===== src/rtl/prog_timer.sv =====
// Programmable down-counting timer with an internal prescaler.
// A start loads a count and runs; each prescaler wrap produces one tick and
// decrements the count. The last tick either ends the run (one-shot) or
// reloads the loaded count (auto-reload). Pause freezes the run and cancel
// aborts it without an expiry. Every output comes straight from a flop.
module prog_timer #(
   parameter int unsigned CLK_HZ  = 100_000_000,
   parameter int unsigned TICK_HZ = 1,
   parameter int unsigned CNT_W   = 5
) (
   input  logic             clock,
   input  logic             reset,
   input  logic [CNT_W-1:0] value,
   input  logic             start_timer,
   input  logic             pause,
   input  logic             cancel,
   input  logic             auto_reload,
   output logic             expired,
   output logic             expired_pulse,
   output logic             one_hz_enable,
   output logic             running,
   output logic [CNT_W-1:0] remaining
);

   localparam int unsigned Prescale = CLK_HZ / TICK_HZ;
   localparam int unsigned PsWidth  = (Prescale > 1) ? $clog2(Prescale) : 1;
   localparam logic [PsWidth-1:0] PsLast = PsWidth'(Prescale - 1);
   localparam logic [CNT_W-1:0]   CntOne = CNT_W'(1);

   if (Prescale < 1) begin : gen_bad_prescale
      $error("prog_timer: CLK_HZ / TICK_HZ must be at least 1");
   end

   typedef enum logic [1:0] {
      StIdle,
      StRun,
      StHold
   } state_e;

   state_e             state_q;
   logic [PsWidth-1:0] prescaler_q;
   logic [CNT_W-1:0]   reload_q;

   logic active;
   logic wrap;
   logic last_tick;

   // Decode of the current run status used by the sequential block.
   always_comb begin
      active    = (state_q != StIdle);
      wrap      = (prescaler_q == PsLast);
      // <= 1 rather than == 1 so a stray zero count can never wrap around.
      last_tick = (remaining <= CntOne);
   end

   // Timer FSM: state, prescaler, reload value and all outputs update together.
   always_ff @(posedge clock) begin
      if (reset) begin
         state_q       <= StIdle;
         prescaler_q   <= '0;
         reload_q      <= '0;
         expired       <= 1'b0;
         expired_pulse <= 1'b0;
         one_hz_enable <= 1'b0;
         running       <= 1'b0;
         remaining     <= '0;
      end else begin
         expired_pulse <= 1'b0;
         one_hz_enable <= 1'b0;

         if (start_timer) begin
            // Start wins in every state, so this is also the restart path.
            remaining   <= value;
            reload_q    <= value;
            prescaler_q <= '0;
            if (value == '0) begin
               // Zero count expires immediately without ever ticking.
               expired       <= 1'b1;
               expired_pulse <= 1'b1;
               running       <= 1'b0;
               state_q       <= StIdle;
            end else begin
               expired <= 1'b0;
               running <= 1'b1;
               state_q <= StRun;
            end
         end else if (cancel && active) begin
            // Abort: no pulse, and the expired level is left as it was.
            remaining   <= '0;
            prescaler_q <= '0;
            running     <= 1'b0;
            state_q     <= StIdle;
         end else if (pause && active) begin
            // Prescaler and count hold their values while paused.
            running <= 1'b0;
            state_q <= StHold;
         end else if (active) begin
            // Leaving HOLD counts on this same edge, so each paused cycle
            // costs exactly one cycle of delay.
            running <= 1'b1;
            state_q <= StRun;
            if (wrap) begin
               prescaler_q   <= '0;
               one_hz_enable <= 1'b1;
               if (last_tick) begin
                  expired_pulse <= 1'b1;
                  if (auto_reload) begin
                     remaining <= reload_q;
                  end else begin
                     remaining <= '0;
                     expired   <= 1'b1;
                     running   <= 1'b0;
                     state_q   <= StIdle;
                  end
               end else begin
                  remaining <= remaining - CntOne;
               end
            end else begin
               prescaler_q <= prescaler_q + PsWidth'(1);
            end
         end
      end
   end

endmodule


===== config.mk =====
export PLATFORM = sky130hd
export DESIGN_NAME = prog_timer
export DESIGN_NICKNAME = d
export VERILOG_FILES = /design/src/rtl/prog_timer.sv
export SDC_FILE = /design/constraint.sdc
export NUM_CORES = 1
export LEC_CHECK = 0
export CORE_ASPECT_RATIO = 1.1
export CORE_UTILIZATION = 55
export DETAILED_ROUTE_END_ITERATION = 7
export PLACE_DENSITY_LB_ADDON = 0.05
export SLEW_MARGIN = 40
export SYNTH_ARGS = -nofsm -noshare
export SYNTH_HDL_FRONTEND = slang
export SYNTH_SLANG_ARGS = --single-unit

===== constraint.sdc =====
create_clock -name clock -period 2.35 [get_ports clock]
set_input_delay 0.235 -clock clock [delete_from_list [all_inputs] [get_ports clock]]
set_output_delay 0.235 -clock clock [all_outputs]
set_load 0.03 [all_outputs]

==> flow_summary.html <==
<table>
<tr><th>Metric</th><th>Value</th></tr>
<tr><th colspan="2">Outcome</th></tr>
<tr><td>Result of the run</td><td>finished, final reports clean</td></tr>
<tr><th colspan="2">STA</th></tr>
<tr><td>Worst rel slew slack</td><td>66.9%</td></tr>
<tr><td>Slew @ Worst Pin</td><td>~500 ps</td></tr>
<tr><td>Number of failing hold endpoints at the final stage</td><td>0</td></tr>
<tr><td>Fmax</td><td>about 0.48 GHz</td></tr>
<tr><td>Final Setup Violations</td><td>0</td></tr>
<tr><td>Post-Route Skew</td><td>between 3 and 4 ps</td></tr>
<tr><td>RSZ-0062 raised after global routing</td><td>false</td></tr>
<tr><td>Final critical-path required period</td><td>2090 ps</td></tr>
<tr><td>Final Hold Slack</td><td>~460 ps</td></tr>
<tr><td>Setup_tns</td><td>0 ps</td></tr>
<tr><td>Final Cycle Share</td><td>88.9%</td></tr>
<tr><td>Number of pins with negative max-slew slack in the final report</td><td>0</td></tr>
<tr><th colspan="2">Cells and area</th></tr>
<tr><td># nets final</td><td>290</td></tr>
<tr><td>Final Util</td><td>between 60% and 70%</td></tr>
<tr><td>Antenna diode count</td><td>0</td></tr>
<tr><td>Fraction of layout cells with a size suffix above 1</td><td>between 10% and 20%</td></tr>
<tr><td>Final design area excluding fillers</td><td>about 2500 um^2</td></tr>
<tr><td>Area growth syn-to-layout</td><td>17.5%</td></tr>
<tr><th colspan="2">Synthesis</th></tr>
<tr><td>Count of flip-flops with a built-in enable after synthesis</td><td>0</td></tr>
<tr><td>Sequential area share after synthesis</td><td>about two fifths</td></tr>
<tr><td>Total of warnings raised by yosys</td><td>0</td></tr>
<tr><td>Top cell type by total area after synthesis</td><td>sky130_fd_sc_hd__dfxtp_1</td></tr>
<tr><td>Netlist area before placement</td><td>between 2000 and 2500 um^2</td></tr>
<tr><td>Mean Syn Cell Area</td><td>around 8.5 um^2</td></tr>
<tr><td>Fraction of synthesized cell area taken by the top area cell type</td><td>39.7%</td></tr>
<tr><td>Cell types with the largest area share after synthesis</td><td>sky130_fd_sc_hd__dfxtp_1 40%, sky130_fd_sc_hd__xnor2_1 7.0%, sky130_fd_sc_hd__nor2_1 6.0%</td></tr>
<tr><td>Number of nets in the synthesized netlist</td><td>about 260</td></tr>
<tr><td>Commonest register cell after synthesis</td><td>sky130_fd_sc_hd__dfxtp_1</td></tr>
<tr><td>Gate count after technology mapping</td><td>about 250</td></tr>
<tr><td>Synthesized flop and latch total</td><td>42</td></tr>
<tr><td>Async set-reset flop share out of synthesis</td><td>0%</td></tr>
<tr><td>Count of cell types in the netlist</td><td>between 40 and 50</td></tr>
<tr><th colspan="2">Worst setup path</th></tr>
<tr><td>Crit path kind</td><td>flip-flop to flip-flop</td></tr>
<tr><td>Startpoint class of the critical path</td><td>flip-flop</td></tr>
<tr><td>RR Endpoint</td><td>remaining[1]</td></tr>
<tr><td>Capturing element type of the critical path</td><td>flip-flop</td></tr>
<tr><td>Worst reg2reg path depth</td><td>6</td></tr>
<tr><td>Series of cell instances along the critical path</td><td>ha_1 &gt; nand4_1 &gt; nor4_1 &gt; and4_2 &gt; nor3_1 &gt; a2111oi_2</td></tr>
<tr><td>Family with the most delay on the worst path</td><td>simple AND/OR/NAND/NOR gates</td></tr>
<tr><td>Endpoint arrival time on the critical path</td><td>between 2000 and 2500 ps</td></tr>
<tr><td>Worst reg2reg path startpoint</td><td>prescaler_q[0]</td></tr>
<tr><td>Delay contributed by the slowest stage of the critical path</td><td>approximately 450 ps</td></tr>
<tr><td>Crit path buffers/inverters</td><td>0</td></tr>
<tr><td>Setup slack, reg-to-reg</td><td>about 260 ps</td></tr>
<tr><td>Maximum fanout along the worst path</td><td>9</td></tr>
<tr><td>Data required time of the worst path</td><td>roughly 2500 ps</td></tr>
<tr><td>Slowest cell on the critical path</td><td>sky130_fd_sc_hd__nor4_1</td></tr>
<tr><th colspan="2">Routing</th></tr>
<tr><td>Post-route antenna net violation count</td><td>0</td></tr>
<tr><td>Via Count</td><td>1,830</td></tr>
<tr><td>Post-DR wirelength/cell</td><td>13.8 um</td></tr>
<tr><td>Initial drt markers</td><td>a little under 90</td></tr>
<tr><td>Final Routed Wirelength</td><td>between 4 and 5 mm</td></tr>
<tr><td>Number of vias per cell</td><td>~5.6</td></tr>
<tr><td>DRC violations left</td><td>0</td></tr>
<tr><td>First-pass detailed-route iteration total</td><td>4</td></tr>
<tr><th colspan="2">GRT</th></tr>
<tr><td>Vias in the first global route</td><td>roughly 1,700</td></tr>
<tr><td>Overall global routing resource usage</td><td>roughly a quarter</td></tr>
<tr><td>GR Overflow Total</td><td>0</td></tr>
<tr><td>Global-route wire length before repair</td><td>approximately 7.5 mm</td></tr>
<tr><td>Maximum number of pins on one net before global-route repair</td><td>25</td></tr>
<tr><td>Antenna violations before repair</td><td>0</td></tr>
<tr><th colspan="2">Clock tree</th></tr>
<tr><td>Worst-Skew Late Latency</td><td>290 ps</td></tr>
<tr><td>Clock transition at the registers of the reported paths</td><td>80 ps</td></tr>
<tr><td>Number of buffers created by CTS</td><td>5</td></tr>
<tr><td>CTS Root Cell</td><td>sky130_fd_sc_hd__clkbuf_8</td></tr>
<tr><td>Clock tree from TritonCTS</td><td>done</td></tr>
<tr><td>TritonCTS sink count</td><td>42</td></tr>
<tr><td>Post-CTS setup-driven buffer insertion count</td><td>0</td></tr>
<tr><td>Hold buffers post-CTS</td><td>0</td></tr>
<tr><td>Resize count post-CTS</td><td>0</td></tr>
<tr><td>H-tree depth</td><td>2</td></tr>
<tr><td>Maximum buffer depth of the clock tree</td><td>2</td></tr>
<tr><th colspan="2">Pwr</th></tr>
<tr><td>NetSw</td><td>345 uW</td></tr>
<tr><td>Cell leakage power</td><td>roughly 0.83 nW</td></tr>
<tr><td>Switching part of the total</td><td>roughly a quarter</td></tr>
<tr><td>Maximum vdd ir drop</td><td>0.349 mV</td></tr>
<tr><td>Sequential share of power</td><td>a little over half</td></tr>
<tr><td>Total Power Consumption</td><td>approximately 1.4 mW</td></tr>
<tr><td>Int Pwr</td><td>around 1.0 mW</td></tr>
<tr><td>Clock network power share</td><td>approximately 34%</td></tr>
<tr><td>Share of power burned in combinational logic</td><td>about an eighth</td></tr>
<tr><td>Power density cells</td><td>between 500 and 600 nW/um^2</td></tr>
<tr><th colspan="2">Floorplan</th></tr>
<tr><td>Starting utilization of the core area</td><td>between 50% and 60%</td></tr>
<tr><td>Area of the die</td><td>slightly above 4000 um^2</td></tr>
<tr><td>Number of top-level pins</td><td>20</td></tr>
<tr><td>Core footprint</td><td>3650 um^2</td></tr>
<tr><td>Height of the die</td><td>around 67 um</td></tr>
<tr><td>Number of core rows</td><td>23</td></tr>
<tr><td>Die W</td><td>about 61 um</td></tr>
<tr><th colspan="2">Worst hold path</th></tr>
<tr><td>Hold path endpoint</td><td>reload_q[4]</td></tr>
<tr><td>Hold path cells</td><td>2</td></tr>
<tr><td>Worst min-delay path startpoint</td><td>reload_q[4]</td></tr>
<tr><td>Path category of the worst min-delay check</td><td>flip-flop to flip-flop</td></tr>
<tr><th colspan="2">Placement</th></tr>
<tr><td>Instance area after placement</td><td>approximately 2400 um^2</td></tr>
<tr><td>Routability cong.</td><td>about 0.83</td></tr>
<tr><td>IO Port Bufs</td><td>19</td></tr>
<tr><td>DPL Wire Length</td><td>3.30 mm</td></tr>
<tr><th colspan="2">Job</th></tr>
<tr><td>Maxcap violations</td><td>0</td></tr>
</table>
[metal layers]
metal	wire length (um)	GRT usage (%)	vias to the layer above
li1	-	-	925
met1	1920	28.4	854
met2	2330	43.6	43
met3	171	5.05	8
met4	88	9.94	0
met5	0	0	-
[kinds of logic (layout without fill, tap and decap cells)]
family                     Yosys count  after routing  share of synthesized area (%)
AOI/OAI and AO/OA                   32             32                           10.9
xor gates and xnor gates            27             27                           11.2
adders and majority gates            3              3                           1.77
buffers and inverters               14             42                           3.43
DFF                                 42             42                           39.7
muxes                                3              3                           1.48
and+or+nand+nor                    128            128                           31.5
[cell type report]
type / count / area [um^2]
clock buffer: 7 / 86.3
sequential: 42 / 841
multi-input combinational: 193 / 1200
clock inverter: 1 / 5.00
tap: 50 / 62.6
inverter: 7 / 26.3
fill: 329 / 1170
timing repair buffer: 27 / 263
[per-stage QoR]
| stage | worst slack (ps) | cells |
|---|---|---|
| 2_1_floorplan | 229 | 249 |
| 3_3_place_gp | 300 | 319 |
| 3_5_place_dp | 285 | 319 |
| 4_1_cts | 262 | 327 |
| 5_1_grt | 97.4 | 327 |
| 6_report | 262 | 327 |
[power groups by stage]
stage | registers, mW | clock network, mW | logic (mW)
floorplan | 0.774 | 0 | 0.0951
global placement | 0.757 | 0 | 0.183
detailed placement | 0.757 | 0 | 0.184
CTS | 0.740 | 0.490 | 0.186
global route | 0.743 | 0.516 | 0.201
finish | 0.741 | 0.470 | 0.185
[registers in the layout, indices dropped and copies added, names as in the netlist]
signal,cells
expired,1
expired_pulse,1
one_hz_enable,1
prescaler_q,27
reload_q,5
remaining,5
state_q,2
[worst min-delay path, cell delays in order, from the launching register on]
cell and delay, ps:
sky130_fd_sc_hd__dfxtp_1 310, sky130_fd_sc_hd__nand2_1 50, sky130_fd_sc_hd__a21oi_1 50
[synth_stat cells, types with 2 or more instances]
| cell | count |
|---|---|
| sky130_fd_sc_hd__a21oi_1 | 12 |
| sky130_fd_sc_hd__nor3_1 | 8 |
| sky130_fd_sc_hd__nor4_1 | 9 |
| sky130_fd_sc_hd__or2_2 | 3 |
| sky130_fd_sc_hd__nand4_1 | 6 |
| sky130_fd_sc_hd__and3_1 | 5 |
| sky130_fd_sc_hd__ha_1 | 3 |
| sky130_fd_sc_hd__or3_1 | 2 |
| sky130_fd_sc_hd__dfxtp_1 | 42 |
| sky130_fd_sc_hd__xnor2_1 | 17 |
| sky130_fd_sc_hd__nand2_1 | 29 |
| sky130_fd_sc_hd__clkbuf_1 | 2 |
| sky130_fd_sc_hd__mux2i_1 | 2 |
| sky130_fd_sc_hd__o21bai_1 | 3 |
| sky130_fd_sc_hd__and2_1 | 2 |
| sky130_fd_sc_hd__a2111oi_2 | 2 |
| sky130_fd_sc_hd__o21ai_0 | 3 |
| sky130_fd_sc_hd__o31ai_1 | 2 |
| sky130_fd_sc_hd__and4_1 | 2 |
| sky130_fd_sc_hd__nand3_1 | 13 |
| sky130_fd_sc_hd__nor2_1 | 34 |
| sky130_fd_sc_hd__and4_2 | 2 |
| sky130_fd_sc_hd__nand2b_1 | 3 |
| sky130_fd_sc_hd__buf_4 | 3 |
| sky130_fd_sc_hd__inv_1 | 7 |
| sky130_fd_sc_hd__xor2_1 | 10 |
[how the worst max path moves through the flow]
stage,cells after the start,end,startpoint
floorplan,7,remaining[1],remaining[1]
global placement,5,expired_pulse,prescaler_q[10]
detailed placement,5,expired_pulse,prescaler_q[10]
CTS,5,expired_pulse,prescaler_q[10]
global route,6,remaining[1],prescaler_q[0]
finish,6,remaining[1],prescaler_q[0]
[cells in the final DEF (no fill, tap or decap), types with 5 or more instances in the layout]
cell type and count:
sky130_fd_sc_hd__inv_1 7, sky130_fd_sc_hd__nor2_1 34, sky130_fd_sc_hd__clkbuf_8 6, sky130_fd_sc_hd__and3_1 5, sky130_fd_sc_hd__clkdlybuf4s50_1 19, sky130_fd_sc_hd__nor3_1 8
sky130_fd_sc_hd__dfxtp_1 42, sky130_fd_sc_hd__nand3_1 13, sky130_fd_sc_hd__buf_4 7, sky130_fd_sc_hd__a21oi_1 12, sky130_fd_sc_hd__xor2_1 10, sky130_fd_sc_hd__xnor2_1 17
sky130_fd_sc_hd__nand2_1 29, sky130_fd_sc_hd__nand4_1 6, sky130_fd_sc_hd__nor4_1 9
No activity file was read; power rests on OpenSTA's default activity.
